`config.mk`:
```
export PLATFORM = sky130hd
export DESIGN_NAME = alu_exec
export DESIGN_NICKNAME = d
export VERILOG_FILES = /design/src/rtl/alu_exec_pkg.sv /design/src/rtl/alu_exec_alu.sv /design/src/rtl/alu_exec.sv
export SDC_FILE = /design/constraint.sdc
export NUM_CORES = 1
export LEC_CHECK = 0
export CAP_MARGIN = 20
export CORE_ASPECT_RATIO = 1.1
export CORE_MARGIN = 2
export CORE_UTILIZATION = 50
export DETAILED_ROUTE_END_ITERATION = 12
export DONT_BUFFER_PORTS = 1
export GPL_TIMING_DRIVEN = 1
export HOLD_SLACK_MARGIN = 0.02
export PLACE_DENSITY_LB_ADDON = 0.25
export SLEW_MARGIN = 20
export SYNTH_ARGS = -nofsm -noshare
export SYNTH_HDL_FRONTEND = slang
export SYNTH_SLANG_ARGS = --single-unit
```
`constraint.sdc`:
```
create_clock -name clk -period 11.1 [get_ports clk]
set_input_delay 1.11 -clock clk [delete_from_list [all_inputs] [get_ports clk]]
set_output_delay 1.11 -clock clk [all_outputs]
set_load 0.01 [all_outputs]
```
`src/rtl/alu_exec_pkg.sv`:
```
// Shared types for the alu_exec slice: FSM states, ALU opcode and shift encodings, default width.
package alu_exec_pkg;
  localparam int W_DEF = 16;

  typedef enum logic [2:0] {
    S_IDLE  = 3'd0,
    S_LOADA = 3'd1,
    S_LOADB = 3'd2,
    S_EXEC  = 3'd3,
    S_WB    = 3'd4
  } state_t;

  typedef enum logic [1:0] {
    OP_ADD = 2'b00,
    OP_SUB = 2'b01,
    OP_AND = 2'b10,
    OP_NOT = 2'b11
  } aluop_t;

  typedef enum logic [1:0] {
    SH_NONE = 2'b00,
    SH_LSL1 = 2'b01,
    SH_LSR1 = 2'b10,
    SH_ASR1 = 2'b11
  } shift_t;
endpackage

```
`src/rtl/alu_exec_alu.sv`:
```
// Combinational execute stage: B shifter, operand select, ALU and z/n/v flags.
// Signed overflow is only produced when ALU_EXEC_OVF_EN is defined; otherwise v is 0.
module exec_alu
  import alu_exec_pkg::*;
#(
  parameter int W = W_DEF
) (
  input  logic [W-1:0] a,
  input  logic [W-1:0] b,
  input  logic [W-1:0] imm,
  input  aluop_t       aluop,
  input  shift_t       shift,
  input  logic         bsel_imm,
  output logic [W-1:0] c,
  output logic         z,
  output logic         n,
  output logic         v
);
  logic [W-1:0] b_sh;
  logic [W-1:0] b_sel;

  always_comb begin
    b_sh = b;
    case (shift)
      SH_NONE: b_sh = b;
      SH_LSL1: b_sh = {b[W-2:0], 1'b0};
      SH_LSR1: b_sh = {1'b0, b[W-1:1]};
      SH_ASR1: b_sh = {b[W-1], b[W-1:1]};
      default: b_sh = b;
    endcase
  end

  assign b_sel = bsel_imm ? imm : b_sh;

  always_comb begin
    c = '0;
    case (aluop)
      OP_ADD:  c = a + b_sel;
      OP_SUB:  c = a - b_sel;
      OP_AND:  c = a & b_sel;
      OP_NOT:  c = ~b_sel;
      default: c = '0;
    endcase
  end

  assign z = (c == '0);
  assign n = c[W-1];

`ifdef ALU_EXEC_OVF_EN
  // Overflow when the result sign disagrees with what the operand signs allow.
  always_comb begin
    v = 1'b0;
    case (aluop)
      OP_ADD:  v = (a[W-1] == b_sel[W-1]) && (c[W-1] != a[W-1]);
      OP_SUB:  v = (a[W-1] != b_sel[W-1]) && (c[W-1] != a[W-1]);
      default: v = 1'b0;
    endcase
  end
`else
  assign v = 1'b0;
`endif
endmodule

```
`src/rtl/alu_exec.sv`:
```
// Multi-cycle register-file ALU: IDLE -> LOADA -> LOADB -> EXEC -> WB, one cycle per state.
// Optional signed-overflow flag is enabled by defining ALU_EXEC_OVF_EN.
module alu_exec
  import alu_exec_pkg::*;
#(
  parameter int W = W_DEF
) (
  input  logic         clk,
  input  logic         reset,
  input  logic         start,
  input  logic [2:0]   rn,
  input  logic [2:0]   rm,
  input  logic [2:0]   rd,
  input  logic [1:0]   aluop,
  input  logic [1:0]   shift,
  input  logic         bsel_imm,
  input  logic [W-1:0] imm,
  input  logic [W-1:0] rf_data,
  output logic [2:0]   readnum,
  output logic [2:0]   writenum,
  output logic         write,
  output logic [W-1:0] data_in,
  output logic         busy,
  output logic         done,
  output logic         z,
  output logic         n,
  output logic         v,
  output state_t       dbg_state
);
  // Handshake: start is a request sampled only in IDLE; there is no ready signal,
  // busy=1 means any start is dropped. done/write pulse for exactly the WB cycle.
  state_t       state;
  logic [2:0]   rn_q, rm_q, rd_q;
  aluop_t       aluop_q;
  shift_t       shift_q;
  logic         bsel_q;
  logic [W-1:0] imm_q, a_q, b_q, c_q;
  logic [W-1:0] alu_c;
  logic         alu_z, alu_n, alu_v;

  exec_alu #(.W(W)) u_alu (
    .a        (a_q),
    .b        (b_q),
    .imm      (imm_q),
    .aluop    (aluop_q),
    .shift    (shift_q),
    .bsel_imm (bsel_q),
    .c        (alu_c),
    .z        (alu_z),
    .n        (alu_n),
    .v        (alu_v)
  );

  assign data_in   = c_q;
  assign dbg_state = state;

  always_ff @(posedge clk) begin
    if (reset) begin
      state    <= S_IDLE;
      rn_q     <= '0;
      rm_q     <= '0;
      rd_q     <= '0;
      aluop_q  <= OP_ADD;
      shift_q  <= SH_NONE;
      bsel_q   <= 1'b0;
      imm_q    <= '0;
      a_q      <= '0;
      b_q      <= '0;
      c_q      <= '0;
      z        <= 1'b0;
      n        <= 1'b0;
      v        <= 1'b0;
      readnum  <= '0;
      writenum <= '0;
      write    <= 1'b0;
      done     <= 1'b0;
      busy     <= 1'b0;
    end else begin
      case (state)
        S_IDLE: begin
          if (start) begin
            rn_q    <= rn;
            rm_q    <= rm;
            rd_q    <= rd;
            aluop_q <= aluop_t'(aluop);
            shift_q <= shift_t'(shift);
            bsel_q  <= bsel_imm;
            imm_q   <= imm;
            readnum <= rn;
            busy    <= 1'b1;
            state   <= S_LOADA;
          end
        end
        S_LOADA: begin
          a_q     <= rf_data;
          readnum <= rm_q;
          state   <= S_LOADB;
        end
        S_LOADB: begin
          b_q     <= rf_data;
          readnum <= '0;
          state   <= S_EXEC;
        end
        S_EXEC: begin
          c_q      <= alu_c;
          z        <= alu_z;
          n        <= alu_n;
          v        <= alu_v;
          writenum <= rd_q;
          write    <= 1'b1;
          done     <= 1'b1;
          state    <= S_WB;
        end
        S_WB: begin
          writenum <= '0;
          write    <= 1'b0;
          done     <= 1'b0;
          busy     <= 1'b0;
          state    <= S_IDLE;
        end
        default: begin
          readnum  <= '0;
          writenum <= '0;
          write    <= 1'b0;
          done     <= 1'b0;
          busy     <= 1'b0;
          state    <= S_IDLE;
        end
      endcase
    end
  end
endmodule
```
==> results.md, run 1 <==
- Wire per inst: between 15 and 20 µm
- Setup Viol. Count Final: 0
- Post-synth EDFFs: 0
- Syn Std Cell Area: 5540 µm²
- Initial antenna violation count: 0
- CTS tree: built
- Post-synth ARST share: 0
- Port bufs: 0
- Die width: around 100 µm
- Vias in the first global route: around 4,700
- Pwr Density: between 150 and 200 nW/µm²
- Worst Setup Start Kind: register
- Synth Area per Inst: between 7 and 8 µm²
- Root buf cell: clkbuf_16
- Syn_nets: approximately 810
- Starting Density: 0.510
- Max clock buf depth: 2
- Worst slack at placement: slightly above 6000 ps
- RR Startpoint: bsel_q$_SDFFE_PP0P_
- Grt ovf: 0
- Ranking of synthesized cells by area: dfxtp_1, nand2_1, a21oi_1
- Critical path endpoint: z$_SDFFE_PP0P_
- Element type at the critical path end: register
- IO Pins: 80
- Design area: just under 6000 µm²
- Hold WS: 451 ps
- Synth top area share: 0.314
- Max-Cap Viols: 0
- Count leader, synth: nand2_1
- First-pass detailed-route iteration total: 4
- Worst-margin pin slew: between 1000 and 1500 ps
- Largest net degree at the start of global routing: 87
- CTS sink count: a little under 90
- Total core area: ~11,000 µm²
- # diodes: 0
- Fin Setup TNS: 0 ps
- Slew Viols, Final: 0
- VDD IR max: between 0.00009 and 0.0001 V
- R2R cell count: 14
- Gpl congestion: 0.874
- Vias per cell: a little under 6
- DP Area: about 5600 µm²
- Via count: around 5,000
- RSZ-0062 raised after global routing: no
- Cells after Synth: approximately 740
- Final Hold Violating Endpoints: 0
- Worst Setup SP: bsel_q$_SDFFE_PP0P_
- # resized after CTS: 0
- DIE HEIGHT: 114 µm
- Placed wire-length estimate: between 10 and 15 mm
- Static Leak: 2.13 nW
- Area Overhead vs Synth: 5.73%
- Postcts setup bufs: 0
- Critical Path Slowest Stage Cell: nor2_1
- Post-synth top area cell: dfxtp_1
- Sequential share of the synthesized area: 0.314
- Crit path cell chain: buf_4, nor2_1, a211oi_2, o31ai_1, xor2_1, ha_1, and3_1, a221oi_1, mux2_2, a2111oi_2, nand4_1, nor4_1, a41oi_1, nor3_1
- Library cells used by synthesis: 67
- Clock period minus final worst setup slack: 5060 ps
- Global-route wire length before repair: approximately 23 mm
- Routed Antenna Nets: 0
- FP Rows: 40
- Final Skew: 7.17 ps
- Fin crit share: 0.456
- Setup WS post-layout: 6040 ps
- Filler cells: 1,033
- Share of cells above drive strength 1: 0.0701
- Max frequency: 197 MHz
- Post-synthesis register bit count: 87
- R2r endpoint: z$_SDFFE_PP0P_
- Hold crit path type: register to register
- Num CTS Buffers: 9
- 1st-iter DRT viols: 270
- Slew headroom: 0.320
- CTS clock-pin slew for the worst setup and hold paths: approximately 70 ps
- Worst-path fanout max: 20
- Setup CP Type: register to register
- Top cells by count, synth: nand2_1, dfxtp_1, a21oi_1
- DRC viols: 0
- Synth Warn #: 0
- Final wirelength: between 10 and 15 mm
- Worst EP arrival: between 5000 and 6000 ps
- Top_reg_cell synth: dfxtp_1
- Data required, critical path: approximately 11,000 ps
- Clk Latency, worst-skew pair: between 300 and 400 ps
- H-tree levels: 3
- GR Util All Layers: 0.240
- Layout Nets: about 780
- Die ar.: 11,900 µm²
- Status: finished, final reports clean
- R2r setup slk: 6040 ps
- CP max stage delay: around 800 ps
- Hold buffer count at CTS: 0
worst max-delay path: cells and delay by family (launching register included):
family | cells | cell delay [ps]
simple gates | 5 | 1750
compound gates | 5 | 1580
mux | 1 | 430
xor+xnor | 1 | 200
fa+ha+maj | 1 | 300
buf+inv | 1 | 270
flops | 1 | 450
registers in the layout, summed over array words and instances (netlist names):
register and cells:
writenum 3, readnum 3, n 1, rd_q 3, a_q 16, aluop_q 2
imm_q 16, rm_q 3, done 1, data_in 15, b_q 16, busy 1
shift_q 2, bsel_q 1, dbg_state 3, z 1
stage by stage:
step	utilization	cells	total power, mW
after global placement	0.512	843	0.786
after floorplan	-	738	0.719
after global routing	0.540	860	1.17
after CTS	0.538	859	1.09
final	0.540	860	1.10
after detailed placement	0.512	843	0.793
kinds of logic (layout without fill, tap and decap cells):
| family | after synthesis | count (layout) | synth area share |
|---|---|---|---|
| AOI/OAI and AO/OA | 193 | 193 | 0.229 |
| other | 1 | 1 | 0.000676 |
| xor gates and xnor gates | 21 | 21 | 0.0332 |
| buffers and inverters | 66 | 41 | 0.0526 |
| muxes | 33 | 33 | 0.0616 |
| adders and majority gates | 18 | 18 | 0.0420 |
| DFF | 87 | 87 | 0.314 |
| and+or+nand+nor | 319 | 319 | 0.267 |
cells in the final DEF, fill, tap and decap left out, drive strengths merged, types with 3 or more instances in the layout:
master / count
nand2: 154
dfxtp: 87
a21oi: 87
nor2: 56
o21ai: 30
mux2i: 27
nor3: 26
inv: 19
nor2b: 17
ha: 17
xnor2: 15
nor3b: 12
nand3: 11
clkbuf: 11
a211oi: 10
a221oi: 9
nand2b: 8
o21a: 7
a31oi: 7
buf: 7
xor2: 6
o211ai: 6
mux2: 6
or2: 6
nand3b: 5
a21o: 5
a2111oi: 5
o211a: 4
and3: 4
o21bai: 4
nor4b: 4
a311oi: 3
o31ai: 3
and2: 3
nor4: 3
clkinv: 3
report_power, final:
part / total [mW] / internal [mW] / switching (mW) / leakage (nW)
registers: 0.361 / 0.334 / 0.0271 / 0.709
clock network: 0.297 / 0.166 / 0.131 / 0.143
logic: 0.439 / 0.184 / 0.255 / 1.28
total: 1.10 / 0.683 / 0.413 / 2.13
worst min-delay path by stage:
stage                       startpoint                 endpoint  depth (start not counted)  slack, ps
3_5_place_dp      rm_q[1]$_SDFFE_PP0P_     rm_q[1]$_SDFFE_PP0P_                          2        440
6_report          rm_q[1]$_SDFFE_PP0P_     rm_q[1]$_SDFFE_PP0P_                          2        450
2_1_floorplan    imm_q[1]$_SDFFE_PP0P_    imm_q[1]$_SDFFE_PP0P_                          2        430
5_1_grt        aluop_q[1]$_SDFFE_PP0P_  aluop_q[1]$_SDFFE_PP0P_                          2        470
4_1_cts           rm_q[1]$_SDFFE_PP0P_     rm_q[1]$_SDFFE_PP0P_                          2        450
3_3_place_gp      rm_q[1]$_SDFFE_PP0P_     rm_q[1]$_SDFFE_PP0P_                          2        440
area by class of cell:
class,instances,area [µm²],share of cell area
clock inverter,5,38.8,0.00662
multi-input combinational,585,3520,0.600
timing repair buffer,7,60.1,0.0102
clock buffer,11,253,0.0431
sequential,87,1740,0.297
tap,147,184,0.0314
inverter,18,67.6,0.0115
per-layer routing:
layer	track usage	part of all wire	wire length, µm	up-vias
met1	0.317	0.47	6710	2308
met2	0.395	0.46	6470	158
met4	0.0748	0.011	162	0
met5	0	0	0	-
met3	0.0484	0.060	856	14
li1	-	-	-	2524
Power figures use the tool's default switching activity.
==> run 2, diff against run 1 <==
- clock period: 11.1 -> 4.1 ns (I/O delays scaled with it)
==> results.md, run 2 (synthesis results as in run 1) <==
- Fin crit share: 0.948 (+0.492)
- Slew headroom: 0.587 (+0.267)
- Final Hold Violating Endpoints: 0 (unchanged)
- Worst-path fanout max: 16 (-20%)
- Fin Setup TNS: 0 ps (unchanged)
- Commonest non-fill, non-tap cells in the layout: nand2_1, a21oi_1, dfxtp_1
- Gpl congestion: 0.913 (+4.5%)
- Vias in the first global route: 4,898 (+3.3%)
- Routed Antenna Nets: 0 (unchanged)
- Critical Path Slowest Stage Cell: or4b_4
- H-tree levels: 3 (unchanged)
- Final Util: 0.565 (+0.0255)
- 1st-iter DRT viols: 323 (+20%)
- Hold buffer count at CTS: 0 (unchanged)
- IO Pins: 80 (unchanged)
- Share of cells above drive strength 1: 0.117 (+0.0473)
- Max-Cap Viols: 0 (unchanged)
- Setup Viol. Count Final: 0 (unchanged)
- Wire per inst: 16.3 µm (-1.2%)
- Port bufs: 0 (unchanged)
- CP max stage delay: 560 ps (-230 ps)
- Filler cells: 1,041 (+0.77%)
- Starting Density: 0.510 (unchanged)
- Die ar.: 11,900 µm² (unchanged)
- Total core area: 10,900 µm² (unchanged)
- Layout Nets: 803 (+3.6%)
- Commonest non-fill, non-tap cell in the layout: nand2_1
- Pwr Total: 3.17 mW (+190%)
- Crit path cell chain: buf_6, mux2i_1, a211oi_1, or4b_4, o31ai_2, xor2_1, ha_2, or2_2, a21oi_1, nor2b_1, o21ai_0, mux2_2, nor3_1, nor3_1, nor3_1
- Die width: 104 µm (unchanged)
- Hold crit path type: primary input to register
- Pwr Density: 516 nW/µm² (+180%)
- Setup WS post-layout: 211 ps (-5820 ps)
- # diodes: 0 (unchanged)
- Cell mode on critical path: nor3_1
- VDD IR max: 0.000245 V (+160%)
- Setup CP Type: register to register
- DRC viols: 0 (unchanged)
- Slew Viols, Final: 0 (unchanged)
- Num CTS Buffers: 9 (unchanged)
- Max frequency: 257 MHz (+30%)
- Vias per cell: 5.80 (-0.31%)
- Via count: 5,151 (+2.9%)
- Clk Latency, worst-skew pair: 340 ps (about the same)
- Element type at the critical path end: register
- Worst-margin pin slew: 618 ps (-399 ps)
- Grt ovf: 0 (unchanged)
- Worst Setup Start Kind: register
- Root buf cell: clkbuf_16
- Final wirelength: 14.5 mm (+2.0%)
- GR Util All Layers: 0.244 (+0.00407)
- CTS clock-pin slew for the worst setup and hold paths: 70 ps (about the same)
- CP bufs+invs: 1 (unchanged)
- Largest net degree at the start of global routing: 87 (unchanged)
- Clock period minus final worst setup slack: 3890 ps (-1180 ps)
- CTS tree: built
- CTS sink count: 87 (unchanged)
- Static Leak: 2.29 nW (+7.2%)
- FP Rows: 40 (unchanged)
- Status: finished, final reports clean
- Placed wire-length estimate: 10.7 mm (+2.7%)
- Largest regs: a_q (16), b_q (16), imm_q (16)
- Global-route wire length before repair: 24.0 mm (+3.5%)
- Worst slack at placement: -8.21 ps (-6180 ps)
- Initial antenna violation count: 0 (unchanged)
- Area Overhead vs Synth: 10.7%
- Worst EP arrival: 4150 ps (-1180 ps)
- Data required, critical path: 4370 ps (-6990 ps)
- Final Skew: 7.57 ps (+0.401 ps)
- First-pass detailed-route iteration total: 5 (+1)
- DIE HEIGHT: 114 µm (unchanged)
- Max clock buf depth: 2 (unchanged)
- Crit path max-delay family: simple AND/OR/NAND/NOR gates
==> run 2: cell count changes in the layout (fill, tap and decap cells not counted), sizes merged <==
cell    previous run  this run
clkbuf            11         9
bufinv             0         1
clkinv             3         2
inv               19        21
buf                7        35
==> run 2: where the power goes <==
group	internal, mW	switching (mW)
Clock	0.486	0.374
Sequential	0.903	0.0693
Combinational	0.598	0.739
==> run 2: worst register-to-register path, cell delays in order (launching register included) <==
cell,delay [ps]
dfxtp_1,400
buf_6,220
mux2i_1,290
a211oi_1,110
or4b_4,560
o31ai_2,270
xor2_1,170
ha_2,340
or2_2,320
a21oi_1,190
nor2b_1,60
o21ai_0,100
mux2_2,370
nor3_1,180
nor3_1,70
nor3_1,160
==> run 2: worst paths after layout <==
kind,slack [ps],depth (start not counted),from,to
max,210,15,shift_q[0]$_SDFFE_PP0P_,z$_SDFFE_PP0P_
min,130,1,reset,data_in[4]$_SDFFE_PP0P_
max reg2reg,210,15,shift_q[0]$_SDFFE_PP0P_,z$_SDFFE_PP0P_
min reg2reg,450,2,rm_q[1]$_SDFFE_PP0P_,rm_q[1]$_SDFFE_PP0P_
==> run 2: through the flow <==
stage | std cells | hold slack (ps) | area, µm²
global placement | 870 | 435 | 5760
CTS | 886 | 125 | 6070
detailed placement | 870 | 438 | 5760
finish | 888 | 128 | 6140
floorplan | 738 | 431 | 5540
global route | 888 | 124 | 6140
==> run 2: area by class of cell <==
class,count,area (µm²),share of cell area
multi-input combinational,585,3550,0.579
inverter,18,67.6,0.0110
timing repair buffer,35,274,0.0446
clock buffer,9,225,0.0367
tap,147,184,0.0300
clock inverter,7,88.8,0.0145
sequential,87,1740,0.284
==> run 2: what timing repair did <==
action	4_1_cts	5_1_grt
cloned	0	0
resized for setup	1	15
pin swaps	0	2
buffers inserted	0	1
setup endpoints to repair	1	5
==> run 2: metal layers <==
layer	GRT usage	vias up	part of all wire
met1	0.325	2369	0.46
met4	0.0505	0	0.010
met5	0	-	0
met3	0.0478	12	0.067
li1	-	2584	-
met2	0.412	186	0.47
==> run 3, diff against run 2 <==
- CTS_CLUSTER_SIZE: default -> 30
==> results of run 3 <==
Final layout, timing and power as in run 2 (identical DEF).
==> edit 1, RTL diff (settings of run 1) <==
The option `ALU_EXEC_OVF_EN` is turned on by a define.
--- a/src/rtl/alu_exec_alu.sv
+++ b/src/rtl/alu_exec_alu.sv
@@ -2,2 +2,4 @@
 // Signed overflow is only produced when ALU_EXEC_OVF_EN is defined; otherwise v is 0.
+`define ALU_EXEC_OVF_EN
+
 module exec_alu
Function: changed (a bounded check fails within 10 cycles, from zero or initial values and one cycle with reset high).
==> edit 1 against run 1 <==
  * Critical path depth is 3 higher
  * Core utilization is 0.67 points lower
  * Critical path type unchanged
  * Sequential cell count is 1 higher
  * Worst setup slack worse by 0.77 ns
  * Largest cell class unchanged
  * Cell area is 2.2% lower
  * Fmax is 13% lower
  * Area after synthesis is 1.6% lower
  * Global-route usage is 1.5 points higher
  * Total power is 1.2% lower
  * Routed wire length is 6.0% higher
  * Count of clock-buffer cells in the layout is 1 lower
  * First-iteration DRC count is 1.1% lower
==> edit 1: results (changes against run 1) <==
- Outcome: complete, no violations (unchanged)
- Clock share of power: 27.2% (was 27.1%)
- Mux share of post-synthesis cell area: 4.93% (was 6.16%)
- Post-Place Cells: 849 (was 843)
- Clock Skew: 0.00996 ns (was 0.00717 ns)
- Top post-synthesis cells by area: dfxtp_1, nand2_1, a21oi_1 (unchanged)
- Initial detailed-routing violation count: 267 (was 270)
- Reg2Reg Setup Slack: 5.26 ns (was 6.04 ns)
- Final net count: 781 (was 775)
- CP Max Fanout: 35 (was 20)
- Mean Syn Cell Area: 7.26 um^2 (was 7.51 um^2)
- Crit path largest cell delay: 1.03 ns (was 0.79 ns)
- # fillers: 1,065 (was 1,033)
- Synth unique cells: 61 (was 67)
- Wire length on met2: 7310 um (was 6470 um)
- M1 wire length: 6630 um (was 6710 um)
- Routed wl met3: 892 um (was 856 um)
- Seq area share: 30.7% (was 29.7%)
- Post-synthesis sequential area ratio: 32.3% (was 31.4%)
- Pre-antenna DRT Iters: 6 (was 4)
- Largest net degree at the start of global routing: 90 (was 87)
- Comb group: 0.417 mW (was 0.439 mW)
- Hold Path Origin: imm_q[3] (was rm_q[1])
- Hold EP: imm_q[3] (was rm_q[1])
- Nonclk buf count: 3 (was 7)
- Total track usage: 25.5% (was 24.0%)
- Yosys reg bits: 88 (was 87)
- Max VDD drop: 81.2 uV (was 92.8 uV)
- GR Layer Usage met3: 4.74% (was 4.84%)
- Global routing usage on met2: 43.1% (was 39.5%)
- Final Wtd Congestion: 0.963 (was 0.874)
- Multi-input gate area: 3390 um^2 (was 3520 um^2)
- Worst Reg-to-Reg Cells: 17 (was 14)
- Wire per inst: 17.4 um (was 16.5 um)
- Detail Placement HPWL: 11,200 um (was 10,400 um)
- Post-synthesis compound-gate area fraction: 22.3% (was 22.9%)
- Nonclk inv count: 25 (was 18)
- Layout clock buffer count: 10 (was 11)
- Crit path DAT: 6.06 ns (was 5.33 ns)
- Multi-input gates: 586 (was 585)
- Vias in the first global route: 4,651 (was 4,742)
- First-pass GRT wire length: 24,200 um (was 23,200 um)
- Place WS: 5.39 ns (was 6.17 ns)
- Leak Pwr: 2.11 nW (was 2.13 nW)
- Routing usage on met1: 33.7% (was 31.7%)
- Routed vias/inst: 5.88 (was 5.82)
- Commonest cells post-synth: nand2_1, a21oi_1, dfxtp_1 (was nand2_1, dfxtp_1, a21oi_1)
- Xor and xnor area share after synthesis: 4.27% (was 3.32%)
- Hold WS: 0.451 ns (about the same)
- Layout cell share with drive strength beyond 1: 4.18% (was 7.01%)
- Non-Filler Instances: 865 (was 860)
- Cell Int Power: 0.660 mW (was 0.683 mW)
edit 1: how the worst max path moves through the flow:
stage / slack, ns / cells after the start / endpoint / from
after floorplan: 6.49 / 20 / z / shift_q[1]
after global placement: 5.57 / 17 / z / bsel_q
after detailed placement: 5.39 / 17 / z / bsel_q
after CTS: 5.39 / 17 / z / bsel_q
after global routing: 4.92 / 17 / z / shift_q[1]
final: 5.26 / 17 / z / bsel_q
edit 1: tightest hold or removal path: stages, from the launching register on:
cell and delay, ns:
dfxtp_1 0.31, nand2_1 0.05, a21oi_1 0.05
edit 1: through the flow:
step / utilization [%] / instance area, um^2 / total power [mW]
after global placement: 50.7 / 5450 / 0.779
after global routing: 53.3 / 5740 / 1.15
after CTS: 53.3 / 5730 / 1.08
after detailed placement: 50.7 / 5450 / 0.787
after floorplan: - / 5460 / 0.698
final: 53.3 / 5740 / 1.08
==> edit 2, RTL diff (config.mk and constraints of run 1) <==
Without the edit above. Add an input register stage for `imm`, with the module's reset; this delays it by one clock. The other inputs are not delayed to match.
--- a/src/rtl/alu_exec.sv
+++ b/src/rtl/alu_exec.sv
@@ -29,2 +29,12 @@
 );
+
+  logic [W-1:0] imm_r;
+
+  always_ff @(posedge clk) begin
+    if (reset) begin
+      imm_r <= '0;
+    end else begin
+      imm_r <= imm;
+    end
+  end
   // Handshake: start is a request sampled only in IDLE; there is no ready signal,
@@ -87,3 +97,3 @@
             bsel_q  <= bsel_imm;
-            imm_q   <= imm;
+            imm_q   <= imm_r;
             readnum <= rn;
Function: changed (a bounded check fails within 10 cycles, from zero or initial values and one cycle with reset high).
==> edit 2 against run 1 <==
  * Total power up 3.0%
  * Count of clock-buffer cells in the layout is the same
  * Cell area rose by 3.9%
  * Clock skew hardly changed
  * Critical path depth rose by 2
  * Sequential cell count increased by 16
  * Global-route usage is 1.5 points lower
  * Routed wire length fell by 4.5%
  * Area after synthesis grew 3.2%
  * Worst setup slack improved by 0.15 ns
  * Die area grew 3.0%
  * Final cell count decreased by 1.4%
==> edit 2: results (changes against run 1) <==
- Crit path largest cell delay: 0.98 ns (was 0.79 ns)
- Worst Reg-to-Reg Cells: 16 (was 14)
- Detail Placement HPWL: 10000 um (was 10,400 um)
- CP Max Fanout: 23 (was 20)
- Initial detailed-routing violation count: 237 (was 270)
- Top post-synthesis cells by area: dfxtp_1, nand2_1, a21oi_1 (unchanged)
- Vias in the first global route: 4,308 (was 4,742)
- Placed cell areas: 5740 um^2 (was 5560 um^2)
- Outcome: complete, no violations (unchanged)
- Post-Synth Adder-Cell Area: 4.07% (was 4.20%)
- Wire per inst: 16.0 um (was 16.5 um)
- Post-synthesis compound-gate area fraction: 20.6% (was 22.9%)
- GR Layer Usage met3: 4.24% (was 4.84%)
- Wire length on met2: 6270 um (was 6470 um)
- Final Wtd Congestion: 0.895 (was 0.874)
- # fillers: 1,058 (was 1,033)
- Post-Syn Instances: 726 (was 738)
- First-pass GRT wire length: 21,900 um (was 23,200 um)
- Detailed Route WL: 13,600 um (was 14,200 um)
- Global routing usage on met2: 36.1% (was 39.5%)
- Routing usage on met1: 31.0% (was 31.7%)
- Hold WS: 0.425 ns (was 0.451 ns)
- Post-synthesis sequential area ratio: 36.1% (was 31.4%)
- Mapped Nets: 793 (was 805)
- Mux share of post-synthesis cell area: 7.61% (was 6.16%)
- Total track usage: 22.5% (was 24.0%)
- Worst slew margin: 33.6% (was 32.0%)
-- edit 2: logic make-up after synthesis --
group	after synthesis
AOI/OAI and AO/OA	190
DFF	103
and+or+nand+nor	289
adders and majority gates	18
muxes	40
buffers and inverters	59
xor gates and xnor gates	26
other	1
-- edit 2: critical path, delay by kind of cell, from the launching register on --
family	cells	cell delay, ns
xor+xnor	1	0.17
simple gates	5	0.53
fa+ha+maj	1	0.33
mux	2	0.66
compound gates	7	2.18
flops	1	0.98
-- edit 2: layout make-up --
class / instances / area (um^2) / area share [%]
multi-input combinational: 564 / 3420 / 56.1
sequential: 103 / 2060 / 33.8
clock buffer: 11 / 253 / 4.15
tap: 147 / 184 / 3.02
clock inverter: 5 / 85.1 / 1.40
inverter: 13 / 48.8 / 0.801
timing repair buffer: 5 / 41.3 / 0.678
-- edit 2: where the power goes --
group | internal, mW | switching (mW) | total, mW
combinational | 0.152 | 0.201 | 0.354
sequential | 0.392 | 0.0282 | 0.420
clock | 0.212 | 0.144 | 0.355
total | 0.756 | 0.373 | 1.13
-- edit 2: path summary, 6_finish.rpt --
check,startpoint,endpoint
worst max register to register,shift_q[0],n
worst min register to register,imm_r[0],imm_q[0]
worst max-delay path,shift_q[0],n
worst min-delay path,imm_r[0],imm_q[0]
-- edit 2: metrics by stage --
step,setup WS (ns),util (%)
final,6.18,55.1
after CTS,6.22,55.0
after global routing,5.86,55.1
after detailed placement,6.24,51.9
after global placement,6.39,51.9
after floorplan,7.20,-
